`src/rtl/cnn_pkg.sv`:
```
// Shared CNN types and helpers: signed data word, conv/pool map sizing and signed max.
package cnn_pkg;

  localparam int DEF_DATA_WIDTH  = 16;
  localparam int DEF_FRAC_BIT    = 8;
  localparam int DEF_KERNEL_SIZE = 5;
  localparam int DEF_IMAGE_SIZE  = 28;

  typedef logic signed [DEF_DATA_WIDTH-1:0] data_t;

  function automatic int conv_size(input int image_size, input int kernel_size);
    return image_size - kernel_size + 1;
  endfunction

  function automatic int pool_size(input int conv_edge);
    return conv_edge / 2;
  endfunction

  function automatic data_t max2(input data_t a, input data_t b);
    return (a > b) ? a : b;
  endfunction

endpackage

```
`src/rtl/pool_line_buffer.sv`:
```
// One row of horizontal pair maxima, written on even conv rows and read back on odd rows.
module pool_line_buffer
  import cnn_pkg::*;
#(
  parameter int DEPTH = 12,
  parameter int AW    = 4
) (
  input  logic          clk,
  input  logic          wr_en_i,
  input  logic [AW-1:0] wr_addr_i,
  input  data_t         wr_data_i,
  input  logic [AW-1:0] rd_addr_i,
  output data_t         rd_data_o
);

  data_t mem_q [DEPTH];

  // NOTE: storage is deliberately not reset; every entry is written on an even row before any odd-row read.
  always_ff @(posedge clk) begin
    if (wr_en_i) mem_q[wr_addr_i] <= wr_data_i;
  end

  assign rd_data_o = mem_q[rd_addr_i];

endmodule

```
`src/rtl/conv_pool_stage.sv`:
```
// 2x2 stride-2 max pooling over a raster conv output stream; define POOL_RELU_EN to apply ReLU first.
module conv_pool_stage
  import cnn_pkg::*;
#(
  parameter int DATA_WIDTH  = DEF_DATA_WIDTH,
  parameter int FRAC_BIT    = DEF_FRAC_BIT,
  parameter int KERNEL_SIZE = DEF_KERNEL_SIZE,
  parameter int IMAGE_SIZE  = DEF_IMAGE_SIZE
) (
  input  logic                         clk,
  input  logic                         reset,
  input  logic                         in_valid,
  input  logic signed [DATA_WIDTH-1:0] in_data,
  output logic                         out_valid,
  output logic signed [DATA_WIDTH-1:0] out_data,
  output logic                         frame_done
);

  localparam int CONV_SIZE = conv_size(IMAGE_SIZE, KERNEL_SIZE);
  localparam int POOL_SIZE = pool_size(CONV_SIZE);
  localparam int CNT_W     = $clog2(CONV_SIZE);
  localparam int LB_AW     = CNT_W - 1;

  if (CONV_SIZE % 2 != 0) begin : g_odd_conv
    $error("conv_pool_stage: CONV_SIZE must be even");
  end
  if (DATA_WIDTH != DEF_DATA_WIDTH) begin : g_bad_width
    $error("conv_pool_stage: DATA_WIDTH must match cnn_pkg::data_t");
  end
  if (FRAC_BIT >= DATA_WIDTH) begin : g_bad_frac
    $error("conv_pool_stage: FRAC_BIT must be below DATA_WIDTH");
  end

  logic [CNT_W-1:0] col_q, col_d, row_q, row_d;
  data_t            pair_q, pair_d, out_data_q, out_data_d;
  logic             out_valid_q, out_valid_d, frame_done_q, frame_done_d;
  data_t            v, lb_rd_data, lb_wr_data;
  logic             lb_wr_en, col_last, row_last;

`ifdef POOL_RELU_EN
  assign v = in_data[DATA_WIDTH-1] ? '0 : in_data;
`else
  assign v = in_data;
`endif

  assign col_last   = (col_q == CNT_W'(CONV_SIZE - 1));
  assign row_last   = (row_q == CNT_W'(CONV_SIZE - 1));
  assign lb_wr_data = max2(pair_q, v);

  // NOTE: every signal driven here gets a default first so no path leaves it unassigned (no latches).
  always_comb begin
    col_d        = col_q;
    row_d        = row_q;
    pair_d       = pair_q;
    out_data_d   = out_data_q;
    out_valid_d  = 1'b0;
    frame_done_d = 1'b0;
    lb_wr_en     = 1'b0;
    if (in_valid) begin
      if (col_last) begin
        col_d = '0;
        row_d = row_last ? '0 : row_q + 1'b1;
      end else begin
        col_d = col_q + 1'b1;
      end
      if (!col_q[0]) begin
        pair_d = v;
      end else if (!row_q[0]) begin
        lb_wr_en = 1'b1;
      end else begin
        out_valid_d  = 1'b1;
        out_data_d   = max2(max2(lb_rd_data, pair_q), v);
        frame_done_d = col_last && row_last;
      end
    end
  end

  // NOTE: state registers use non-blocking assignments so all of them update from pre-edge values.
  always_ff @(posedge clk) begin
    if (reset) begin
      col_q        <= '0;
      row_q        <= '0;
      pair_q       <= '0;
      out_data_q   <= '0;
      out_valid_q  <= 1'b0;
      frame_done_q <= 1'b0;
    end else begin
      col_q        <= col_d;
      row_q        <= row_d;
      pair_q       <= pair_d;
      out_data_q   <= out_data_d;
      out_valid_q  <= out_valid_d;
      frame_done_q <= frame_done_d;
    end
  end

  pool_line_buffer #(
    .DEPTH (POOL_SIZE),
    .AW    (LB_AW)
  ) u_line_buffer (
    .clk       (clk),
    .wr_en_i   (lb_wr_en),
    .wr_addr_i (col_q[CNT_W-1:1]),
    .wr_data_i (lb_wr_data),
    .rd_addr_i (col_q[CNT_W-1:1]),
    .rd_data_o (lb_rd_data)
  );

  assign out_valid  = out_valid_q;
  assign out_data   = out_data_q;
  assign frame_done = frame_done_q;

endmodule

```
`config.mk`:
```
export PLATFORM = sky130hd
export DESIGN_NAME = conv_pool_stage
export DESIGN_NICKNAME = d
export VERILOG_FILES = /design/src/rtl/cnn_pkg.sv /design/src/rtl/pool_line_buffer.sv /design/src/rtl/conv_pool_stage.sv
export SDC_FILE = /design/constraint.sdc
export NUM_CORES = 1
export LEC_CHECK = 0
export ABC_AREA = 1
export CORE_ASPECT_RATIO = 1.75
export CORE_MARGIN = 3
export CORE_UTILIZATION = 25
export DETAILED_ROUTE_END_ITERATION = 12
export PLACE_DENSITY = 0.49
export SLEW_MARGIN = 20
export SYNTH_ARGS = -nofsm -noshare
export SYNTH_HDL_FRONTEND = slang
export SYNTH_HIERARCHICAL = 1
export SYNTH_SLANG_ARGS = --single-unit
```
`constraint.sdc`:
```
create_clock -name clk -period 9.2 [get_ports clk]
set_input_delay 1.84 -clock clk [delete_from_list [all_inputs] [get_ports clk]]
set_output_delay 1.84 -clock clk [all_outputs]
set_load 0.02 [all_outputs]
```
======== Yosys cells after proc, flatten, opt, wreduce, memory -nomap -nowiden ========
Memory sizes are Yosys's and may differ from the RTL's. A register that Yosys moved wholly into a read port is not among the register bits.
Cells that the tools add are included.
cells by class
  $add $sub $neg .......................... 2
  order comparisons ....................... 3
  equality and inequality tests ........... 2
  muxes and demuxes ....................... 13
  bitwise gates (word level) .............. 3
  reductions and logical operators ........ 6
operator list
  kind                 count
  $gt 16x16->1         3
  $mux 16              3
  $add 5x1->5 const B  2
  $eq 5x5->1 const B   2
  $mux 5               2
  $mux 4               2
  $mux 1               6
  $reduce_and 2->1     2
  $reduce_or 4->1      1
  $not 1->1            3
  $reduce_and 3->1     1
  $reduce_or 3->1      1
  $logic_and 1x1->1    1
word-level totals
  register bits after elaboration ......... 44
  RAM bits ................................ 192
  input bits .............................. 19
  logic and storage cells ................. 36
  memories kept ........................... 1
memories
  memory               depth  bits a word  rd ports  clocked after memory_dff  write ports  RTL line                RTL
  u_line_buffer.mem_q  12     16           1         1                         1            pool_line_buffer.sv:16  data_t mem_q [DEPTH];

======== Longest topological paths before layout ========
  depth after elaboration ................. 5
  depth in mapped cells ................... 37
  gate-level depth less buffers ........... 34

======== Hierarchy ========
Netlist, hierarchy kept.
by module, submodules not included
  module            instances  cells each  area an instance (um^2)
  pool_line_buffer  1          736         8051.5
  conv_pool_stage   1          515         3616.0

======== Least setup slack after synthesis ========
OpenSTA, ideal clock, no wires.
  path type ............................... register -> register
  start ................................... register, netlist name col_q[1]
  end ..................................... register out_data_q[0] (netlist: out_data[0])
  data arrival time ....................... 3883 ps
  path slack .............................. 5184 ps
  cell stages (with the launch flop) ...... 33
  path buffers ............................ 4
  clock period less this slack ............ 4016 ps
  cell sequence ........................... dfxtp_1 -> buf_4 -> buf_2 -> nand2_1 -> nand3_1 -> nand3_1 -> nand3_1 -> nand2_1 -> ha_1 -> nand2_1 -> nor2_1 -> nand2_4 -> nor2_8 -> nand2_4 -> nand4_1 -> nand3_2 -> buf_8 -> nand2_1 -> nand2_1 -> ha_1 -> nand2_1 -> nand2_1 -> nand3_1 -> nand2_1 -> a21oi_1 -> nand2_1 -> nand2_1 -> nand3_2 -> inv_2 -> buf_2 -> nand3_1 -> nand2_1 -> a21oi_2
RTL lines
  item                  RTL line               RTL
  to (signal assigned)  conv_pool_stage.sv:91  out_data_q <= out_data_d;
  to (decl)             conv_pool_stage.sv:35  data_t pair_q, pair_d, out_data_q, out_data_d;

==> flow_summary.yaml <==
critical_path:
  cp_common_cell: "nand2_1"
  max_stage_delay_ns: 0.75
  crit_required_ns: 9.60
  crit_type: "register to register"
  start_kind: "register"
  critPathMaxFanout: 52
  worstSetupEndpointType: "register"
  cp_slowest_cell: "inv_2"
  cp.arrival_ns: 6.57
sta:
  setup_tns_ns: 0
  tightest_slew_ns: 1.05
  hold_slack_ns: 0.471
  final.setup.worst_slack_ns: 3.03
  relSlewSlack_pct: 29.1
  max_freq_ghz: 0.162
  fin_skew_ns: 0.0115
  slew_violations: 0
  final_hold_viol_count: 0
  final-setup-viol-count: 0
  grt_setup_unrepaired: "false"
  fin_crit_sh_pct: 67.1
  fin_crit_ns: 6.17
finish:
  area_growth_pct: 15.2
  multi_input_area_um2: 4100
  ff_latch_area_um2: 6650
  final_nets: 1352
  antenna_cells: 0
  fill_cells: 4887
  drive_above_1_share_pct: 9.31
clock_tree:
  hold_buffers: 0
  cts-root-buf: "clkbuf_16"
  numCtsBuffers: 22
  clk_pin_slew_worst_paths_ns: 0.07
  h-tree-depth: 1
  post_cts_resized: 0
  cts_setup_buffers: 0
  cts_buffer_depth: 3
  tritoncts: "built"
  clk_latency_ns: 0.52
  cts_num_sinks: 236
global_route:
  busiest_layer: "met2"
  grt_max_degree: 62
  grt_use_met2_pct: 24.7
  use_met1_pct: 13.5
  grt_overflow: 0
  grt_pass1_vias: 8450
  grt_use_total_pct: 12.7
  grt_util_met3_pct: 1.27
  antenna_found_initial: 0
  grt_pass1_wl_um: 48500
floorplanning:
  initial_core_util_pct: 25.3
  std_cell_rows: 104
  chipHeight_um: 292
  dieArea_um2: 49400
  coreArea_um2: 46100
  pin_count: 37
  die_x_um: 169
route:
  drt-initial-drc-count: 461
  ant_nets: 0
  wire_per_inst_um: 16.8
  post-route-drc-count: 0
  firstDrtPassIters: 5
  vias: 8406
  routed_wl_um: 31600
  via_per_inst: 4.47
yosys:
  synthMuxAreaShare_pct: 0
  synth_top_family_by_area: "simple AND/OR/NAND/NOR gates"
  synth_compound_area_share_pct: 7.64
  yosys.area.top_type: "edfxtp_1"
  yosys.area.top_type_share_pct: 49.4
  syn_inst: 1251
  syn_nets: 1320
  synth_seq_cells: 236
  synth_cell_types: 38
  syn_area_per_cell_um2: 9.33
  yosysWarnings: 6
  synth-adder-area-share_pct: 5.36
  synthSimpleGateAreaFrac_pct: 21.5
  synth_area_leaders: "edfxtp_1 (49%), nand2_1 (10%), dfxtp_1 (7.5%)"
  synth_area_um2: 11700
  synth_xor_area_share_pct: 0.225
  ys_seq_area_share_pct: 57.0
placement:
  gp_congestion: 0.838
  portBuffers: 36
  pre_cts_ws_ns: 2.92
  dp_hpwl_um: 20800
pwr:
  power.density_nw_per_um2: 192
  netSwitchingPower_w: 0.000714
  swShare_pct: 27.6
  p_seq_share_pct: 46.9
  pwr-share-clk_pct: 37.3
  power_frac_comb_pct: 15.8
  p_leak_nw: 5.52
  peakVddDrop_mv: 0.123
  p_int_w: 0.00187
min_path:
  min_path_type: "register to register"
flow_run:
  maxCapViolations: 0
status:
  run_status: "finished clean"
[final timing paths]
kind	from	to	slack (ns)	cells past startpoint
min reg2reg	out_data[10]$_SDFFE_PP0P_	out_data[10]$_SDFFE_PP0P_	0.47	2
max	col_q[1]$_SDFFE_PP0P_	out_data[14]$_SDFFE_PP0P_	3.03	29
max reg2reg	col_q[1]$_SDFFE_PP0P_	out_data[14]$_SDFFE_PP0P_	3.03	29
min	out_data[10]$_SDFFE_PP0P_	out_data[10]$_SDFFE_PP0P_	0.47	2
[cells in the mapped netlist, drive strengths merged]
cell,number
nor2,73
buf,33
edfxtp,192
nand2,333
o31ai,1
a211oi,3
inv,174
o21bai,1
dfxtp,44
a21o,2
nand3,145
ha,50
a21oi,75
nand3b,1
nand4,7
xnor2,1
nor3,5
clkbuf,20
xor2,2
and2,1
dlygate4sd1,1
o21ai,85
nor4,2
[flip-flops by register name, summed over array words and instances, names as in the netlist]
name / flops
col_q: 5
frame_done: 1
out_data: 16
out_valid: 1
pair_q: 16
row_q: 5
u_line_buffer/mem_q: 192
[through the flow]
| stage | utilization (%) | cell area (µm²) | std cells | power [W] |
|---|---|---|---|---|
| after floorplan | - | 11700 | 1251 | 0.00154 |
| after global placement | 27.5 | 12700 | 1842 | 0.00164 |
| after detailed placement | 27.5 | 12700 | 1842 | 0.00165 |
| after CTS | 29.2 | 13400 | 1882 | 0.00262 |
| after global routing | 29.2 | 13400 | 1882 | 0.00271 |
| final | 29.2 | 13400 | 1882 | 0.00258 |
[layout by cell type (no fill, tap or decap), types with 2 or more instances in the layout]
master	synthesis	layout
inv_2	3	3
ha_1	50	50
dfxtp_1	44	42
clkdlybuf4s50_1	0	36
nand3_1	129	129
clkinvlp_4	0	4
nor4_1	2	2
nor3_1	5	5
edfxtp_1	192	192
o21ai_0	75	67
a21oi_1	65	65
nor2_1	71	58
a21o_1	2	2
nand3_2	16	16
nand2_1	322	322
clkbuf_16	0	23
nand4_1	6	6
nand2_4	3	3
a211oi_1	3	3
nand2_2	8	8
inv_6	0	2
buf_4	8	26
clkbuf_1	18	2
o21ai_1	10	18
bufinv_16	0	3
inv_1	171	171
a21oi_2	10	10
clkinv_2	0	4
nor2_4	1	4
nor2_2	0	10
xor2_1	2	2
[metal layers]
layer	vias to the layer above	wire, µm
met3	62	964
met2	173	17300
met5	-	0
met4	0	1270
met1	3966	12000
li1	4205	-
[power groups by stage]
stage	Sequential (W)	Clock, W	Combinational, W
after floorplan	0.00123	0	0.000306
after global placement	0.00124	0	0.000407
after detailed placement	0.00124	0	0.000413
after CTS	0.00121	0.000991	0.000415
after global routing	0.00121	0.00103	0.000469
final	0.00121	0.000963	0.000408
[cell type report]
cell class	count	share of cell area (%)
sequential	236	49.5
multi-input combinational	787	30.5
tap	583	5.43
inverter	174	4.86
clock buffer	25	4.34
timing repair buffer	62	4.13
clock inverter	15	1.27
[cell families after synthesis]
group                      count (synthesis)
DFF                                      236
AOI/OAI and AO/OA                        167
and+or+nand+nor                          567
xor gates and xnor gates                   3
adders and majority gates                 50
buffers and inverters                    228
[worst max-delay path, delay by kind of cell, from the launching register on]
kind	cells	cell delay [ns]
AND/OR/NAND/NOR	20	2.77
flip-flops	1	0.51
buffers and inverters	5	1.79
adder cells (fa/ha/maj)	2	0.66
AO/OA/AOI/OAI	2	0.26
Note: power is estimated with default switching activity, not from simulation.
